$ cat src/rtl/axi4_stream_arbiter.sv
// axi4_stream_arbiter: four-input AXI4-Stream packet arbiter.
// A round-robin pointer picks the next enabled requester while idle. The
// grant is then held for a whole packet, up to and including its tlast beat.
// The merged output mirrors the granted source combinationally.
module axi4_stream_arbiter #(
    parameter int DATA_WIDTH   = 32,
    parameter int STROBE_WIDTH = DATA_WIDTH / 8,
    parameter int NUM_PORTS    = 4
) (
    input  logic                              clk,
    input  logic                              rst,
    input  logic [NUM_PORTS-1:0]              i_enable,
    input  logic [NUM_PORTS-1:0]              i_tvalid,
    input  logic [NUM_PORTS*DATA_WIDTH-1:0]   i_tdata,
    input  logic [NUM_PORTS-1:0]              i_tlast,
    input  logic [NUM_PORTS*STROBE_WIDTH-1:0] i_tkeep,
    input  logic [NUM_PORTS*4-1:0]            i_tuser,
    output logic [NUM_PORTS-1:0]              o_tready,
    output logic                              o_tvalid,
    output logic [DATA_WIDTH-1:0]             o_tdata,
    output logic                              o_tlast,
    output logic [STROBE_WIDTH-1:0]           o_tkeep,
    output logic [3:0]                        o_tuser,
    output logic [3:0]                        o_tid,
    input  logic                              i_tready,
    output logic                              o_busy,
    output logic [31:0]                       o_pkt_count
);

    localparam logic [0:0] ST_IDLE  = 1'b0;
    localparam logic [0:0] ST_GRANT = 1'b1;

    logic [0:0]  state_q, state_d;
    logic [1:0]  ptr_q, ptr_d;
    logic [1:0]  grant_q, grant_d;
    logic [31:0] pkt_count_q, pkt_count_d;

    logic [NUM_PORTS-1:0] req;
    logic [1:0]           pick;
    logic [1:0]           cand;
    logic                 found;
    logic                 last_xfer;

    logic [DATA_WIDTH-1:0]   tdata_arr [NUM_PORTS];
    logic [STROBE_WIDTH-1:0] tkeep_arr [NUM_PORTS];
    logic [3:0]              tuser_arr [NUM_PORTS];

    // Unpack the flat per-port buses so the output mux can index them by grant.
    // The same loop builds the one-hot tready fan-out.
    for (genvar gi = 0; gi < NUM_PORTS; gi++) begin : g_port
        assign tdata_arr[gi] = i_tdata[gi*DATA_WIDTH +: DATA_WIDTH];
        assign tkeep_arr[gi] = i_tkeep[gi*STROBE_WIDTH +: STROBE_WIDTH];
        assign tuser_arr[gi] = i_tuser[gi*4 +: 4];
        assign o_tready[gi]  = o_busy && i_tready && (grant_q == 2'(gi));
    end

    // Round-robin search: first enabled requester at or above the pointer, wrapping.
    always_comb begin
        req   = i_tvalid & i_enable;
        pick  = ptr_q;
        cand  = ptr_q;
        found = 1'b0;
        for (int k = 0; k < NUM_PORTS; k++) begin
            cand = ptr_q + 2'(k);
            if (!found && req[cand]) begin
                pick  = cand;
                found = 1'b1;
            end
        end
    end

    // Merged stream: mirror the granted source while a grant is held, zero otherwise.
    always_comb begin
        o_busy   = (state_q == ST_GRANT);
        o_tvalid = o_busy && i_tvalid[grant_q];
        o_tlast  = o_busy && i_tlast[grant_q];
        o_tdata  = o_busy ? tdata_arr[grant_q] : '0;
        o_tkeep  = o_busy ? tkeep_arr[grant_q] : '0;
        o_tuser  = o_busy ? tuser_arr[grant_q] : 4'd0;
        o_tid    = o_busy ? {2'b00, grant_q} : 4'd0;
        o_pkt_count = pkt_count_q;
    end

    // Next-state logic. A grant is released only by an accepted tlast beat.
    // Enable changes therefore affect only the next arbitration.
    always_comb begin
        last_xfer   = o_tvalid && i_tready && o_tlast;
        state_d     = state_q;
        ptr_d       = ptr_q;
        grant_d     = grant_q;
        pkt_count_d = pkt_count_q;
        case (state_q)
            ST_IDLE: begin
                if (|req) begin
                    state_d = ST_GRANT;
                    grant_d = pick;
                end
            end
            default: begin
                if (last_xfer) begin
                    state_d     = ST_IDLE;
                    ptr_d       = grant_q + 2'd1;
                    pkt_count_d = pkt_count_q + 32'd1;
                end
            end
        endcase
    end

    // State registers. Reset aborts any packet in flight and restarts arbitration at port 0.
    always_ff @(posedge clk or posedge rst) begin
        if (rst) begin
            state_q     <= ST_IDLE;
            ptr_q       <= 2'd0;
            grant_q     <= 2'd0;
            pkt_count_q <= 32'd0;
        end else begin
            state_q     <= state_d;
            ptr_q       <= ptr_d;
            grant_q     <= grant_d;
            pkt_count_q <= pkt_count_d;
        end
    end

endmodule

$ cat config.mk
export PLATFORM = sky130hd
export DESIGN_NAME = axi4_stream_arbiter
export DESIGN_NICKNAME = d
export VERILOG_FILES = /design/src/rtl/axi4_stream_arbiter.sv
export SDC_FILE = /design/constraint.sdc
export NUM_CORES = 1
export LEC_CHECK = 0
export BUFFER_PORTS_ARGS = -buffer_cell sky130_fd_sc_hd__clkbuf_2
export CORE_AREA = 2 2 101 103
export CTS_CLUSTER_DIAMETER = 100
export CTS_CLUSTER_SIZE = 20
export DETAILED_ROUTE_END_ITERATION = 7
export DIE_AREA = 0 0 103 105
export PLACE_DENSITY = 0.7
export SETUP_SLACK_MARGIN = 0.05
export SLEW_MARGIN = 20
export SYNTH_ARGS = -nofsm -noshare
export SYNTH_HDL_FRONTEND = slang
export SYNTH_SLANG_ARGS = --single-unit
$ cat constraint.sdc
create_clock -name clk -period 5.7 [get_ports clk]
set_input_delay 1.14 -clock clk [delete_from_list [all_inputs] [get_ports clk]]
set_output_delay 1.14 -clock clk [all_outputs]
set_load 0.02 [all_outputs]
* Yosys cells after proc, flatten, opt, wreduce, memory -nomap -nowiden
Index checks and enable logic that the tools add are counted.
Storage, ports and cells: register bits after elaboration 37, output and inout port bits 83, word-level logic and storage cells 74
Cells by class: add/sub/neg operators 5, magnitude comparators 6, eq/ne operators 3, muxes and demuxes 34, bitwise operators 3, reduce and logical (&&, ||, !) cells 19
Operators by type and width (number):
- $mux 32 | 3
- $bmux 32 s2 | 1
- $add 32x1->32 const B | 1
- $mux 4 | 6
- $bmux 4 s2 | 2
- $lt 2x3->1 const B | 5
- $bmux 1 s2 | 6
- $logic_and 1x1->1 | 12
- $mux 1 | 12
- $mux 2 | 4
- $add 2x1->2 const B | 2
- $add 2x2->2 const B | 2
- $and 4x4->4 | 1
- $eq 2x2->1 const B | 2
- $reduce_and 2->1 | 2
- $reduce_or 4->1 | 1
- $ge 3x3->1 const B | 1
- $logic_not 1->1 | 3
- $not 2->3 | 1
- $eq 2x1->1 const B | 1
- $logic_not 2->1 | 1
- $not 1->1 | 1

* Logic depth before layout (Yosys ltp)
word-level depth 13, mapped depth 7, mapped depth without buffers 6

* Least setup slack after synthesis
No wires, ideal clock.
path kind input port to output port, start input i_tdata[96], end output o_tdata[0], arrival 1.800 ns, path slack 2.760 ns, stages on the path 2, buffers on the path 0, cell sequence mux4_2 -> and2_1
Between the ends: word-level cells in the longest chain between the ends 4
Ends and longest elaborated chain:
- start: declaration | RTL line 14 | input logic [NUM_PORTS*DATA_WIDTH-1:0] i_tdata,
- $bmux 32 s2 | RTL line 77 | o_tdata = o_busy ? tdata_arr[grant_q] : '0;
- $mux 32 (not written as such) (2 in a row) | RTL line 77
- $mux 32 | RTL line 77
- end: declaration | RTL line 20 | output logic [DATA_WIDTH-1:0] o_tdata,
Every way passes these cells. The select of a mux whose other input is x is not followed.

* Final worst setup path
start register grant_q[0], end output o_tdata[9]
Between the ends: word-level cells in the longest chain between the ends 5
Ends and longest elaborated chain:
- start: declaration | RTL line 35 | logic [1:0] grant_q, grant_d;
- start signal: assignment | RTL line 119 | grant_q <= grant_d;
- $not 2->3 (not written as such) | RTL line 77
- $bmux 32 s2 | RTL line 77
- $mux 32 (not written as such) (2 in a row) | RTL line 77
- $mux 32 | RTL line 77
Every way passes these cells. The select of a mux whose other input is x is not followed.

==> summary.md <==
| Metric | Value |
|---|---|
| Layout cells sized above 1 | 58.7% |
| FF-to-FF setup slack | 2.88 ns |
| Initial antenna violation count | 0 |
| CTS Buf Count | 5 |
| Core footprint | 0.00964 mm^2 |
| Switching portion of total power | 46.3% |
| Post_cts resized | 0 |
| Final hold vios | 0 |
| Relative slew slack | 31.7% |
| DR pass1 iterations | 4 |
| Seq/Total Area, Yosys | 28.6% |
| H-tree levels | 2 |
| Clock power share | 10.3% |
| #FFs+latches synth | 37 |
| CTS tree | yes |
| Starting density of the core | 33.6% |
| Top FF cell, synth | dfrtp_1 |
| Wire length per cell | 17.1 um |
| Clk_lat worst skew | 0.29 ns |
| Drt drc | 0 |
| Die area | 0.0108 mm^2 |
| Comb power frac | 65.5% |
| Fin Clk Skew | 0.00556 ns |
| Critical Path Start Type | flop |
| IO Port Bufs | 255 |
| Largest net degree at the start of global routing | 48 |
| Pleak | 2.42 nW |
| Synth Area in Simple Gates | 23.6% |
| Cell-internal power | 0.000917 W |
| Final nets | 724 |
| Power share of the sequential group | 24.2% |
| Drt via density | 5.10 |
| Worst reg2reg path startpoint | grant_q[1] |
| Row count | 36 |
| Compound-Gate Fraction of Synth Area | 3.36% |
| Synth top area share | 28.6% |
| R2R cell count | 5 |
| Post-Synth XOR/XNOR Area | 8.39% |
| Post-synth EDFFs | 0 |
| HP Start | o_pkt_count[31] |
| Post-Synthesis Cell Area | 0.00324 mm^2 |
| FFs w/ async S/R, synth | 100% |
| Power Dens Cells | 365 mW/mm^2 |
| Vias in the first global route | 3521 |
| Crit path kind | reg -> out |
| Total vias in the final route | 3456 |
| Arrival time at the worst endpoint | 2.38 ns |
| Antenna-violating nets left | 0 |
| Slew Limit Fails | 0 |
| CP max FO | 20 |
| RSZ-0062 raised after global routing | false |
| Worst-path clk slew | 0.07 ns |
| CTS root buffer | clkbuf_8 |
| Post-CTS Setup Inserts | 0 |
| Worst Hold End | o_pkt_count[31] |
| Routability congestion estimate from global placement | 0.988 |
| # setup viols final | 0 |
| Fill cell count | 958 |
| Top post-synthesis cells by area | dfrtp_1, mux4_2, and2_1 |
| HPWL Detailed | 9.63 mm |
| Top post-synthesis cells by count | and2_1, mux4_2, dfrtp_1 |
| Number of antenna diodes | 0 |
| Final Util | 48.6% |
| Die Width | 103 um |
| Worst EP required | 4.56 ns |
| Period utilization | 61.8% |
| Mux cell area share after synthesis | 29.4% |
| Max Fclk | 284 MHz |
| Crit path launch | grant_q[0] |
| Count leader, synth | and2_1 |
| Synth Area in Adders | 1.93% |
| Max VDD drop | 205 uV |
| Worst-Margin Slew | 1.02 ns |
| Avg Cell Area, Syn | 10.9 um^2 |
| Ports | 258 |
| Period minus WS final | 3.52 ns |
| Hold WC Path Type | reg -> reg |
| Status | finished clean |
| NetSw | 0.000792 W |
| Leading area contributor after synthesis | dfrtp_1 |
| Largest family of logic cells by synthesized area | multiplexers |
| Hold path depth | 1 |
| First-pass GRT wire length | 17.4 mm |
| Syn Inst Count | 297 |
| Yosys Warn Count | 0 |
| Chip Height | 105 um |
| Yosys cell types | 36 |
| Max Cap Viol | 0 |
| Gr ovfl total | 0 |
| Clock buffer depth | 2 |
| Setup TNS | 0 ns |
| Cts hold-fix bufs | 0 |
| DRT iter0 DRCs | 143 |
| Area delta synth->final | 44.9% |
| GRT Overall Usage | 20.3% |
| R2r endpoint | o_pkt_count[17] |
| Sinks on the clock net | 37 |
| Final wirelength | 11.6 mm |
| Crit. End Element | output pin |
-- cell usage in the layout (no fill, tap or decap), types with 4 or more instances in the layout --
cell	netlist	final
mux2i_1	5	5
buf_4	3	4
xnor2_1	14	14
and3_1	8	8
clkbuf_8	0	5
and2_1	44	44
nor2_1	14	14
ha_1	5	5
nor3_1	4	4
nand2_1	30	30
nor3_2	6	6
dfrtp_1	37	35
inv_1	11	11
clkbuf_2	0	255
nand3_1	10	10
mux4_2	40	40
o21ai_0	4	4
nand4_1	5	5
xor2_1	17	17
-- metrics by stage --
| step | std cells | setup slack, ns | area (um^2) | hold WS (ns) | power (W) |
|---|---|---|---|---|---|
| global placement | 670 | 2.43 | 4610 | 0.463 | 0.00153 |
| global route | 678 | 1.94 | 4690 | 0.507 | 0.00182 |
| floorplan | 298 | 2.76 | 3240 | 0.510 | 0.00120 |
| finish | 678 | 2.18 | 4690 | 0.479 | 0.00171 |
| detailed placement | 670 | 2.39 | 4610 | 0.474 | 0.00155 |
| CTS | 678 | 2.08 | 4690 | 0.484 | 0.00173 |
-- registers in the layout, summed over array words and instances (netlist names) --
signal	count
grant_q	2
o_busy	1
o_pkt_count	32
ptr_q	2
-- worst max-delay path: stages, from the launching register on --
cell,delay (ns)
dfrtp_2,0.75
buf_4,0.46
mux4_2,0.55
and2_1,0.18
clkbuf_2,0.16
-- how the worst max path moves through the flow --
stage | end | slack (ns) | cells after the start
floorplan | o_tdata[0] | 2.76 | 2
global placement | o_tdata[31] | 2.43 | 4
detailed placement | o_tdata[10] | 2.39 | 4
CTS | o_tdata[4] | 2.08 | 4
global route | o_tdata[6] | 1.94 | 4
finish | o_tdata[9] | 2.18 | 4
-- power by group through the flow --
stage | Sequential (W) | Combinational (W) | Clock (W)
finish | 0.000414 | 0.00112 | 0.000176
CTS | 0.000419 | 0.00113 | 0.000181
global placement | 0.000419 | 0.00111 | 0
detailed placement | 0.000424 | 0.00112 | 0
global route | 0.000430 | 0.00120 | 0.000194
floorplan | 0.000347 | 0.000849 | 0
-- cell families (layout without fill, tap and decap cells) --
kind of cell             count (synthesis)  count (layout)
AO/OA/AOI/OAI                           15              15
XOR/XNOR                                31              31
adder cells (fa/ha/maj)                  5               5
buffers and inverters                   31             278
flip-flops                              37              37
multiplexers                            45              45
other                                    1               2
AND/OR/NAND/NOR                        132             132
-- routing by layer --
layer	up-vias	wire length, um	GRT usage, %
li1	1565	-	-
met1	1702	4390	24.9
met2	164	5920	35.5
met3	25	1120	4.68
met4	0	189	4.79
met5	-	0	0
-- cell type report --
cell class	count	area (um^2)	share of cell area (%)
multi-input cells	230	2160	46.2
repair buffers	259	1310	27.9
inverters	11	41.3	0.881
flip-flops and latches	37	928	19.8
clock buffers	8	80.1	1.71
well taps	133	166	3.55
Note: power is estimated with default switching activity, not from simulation.
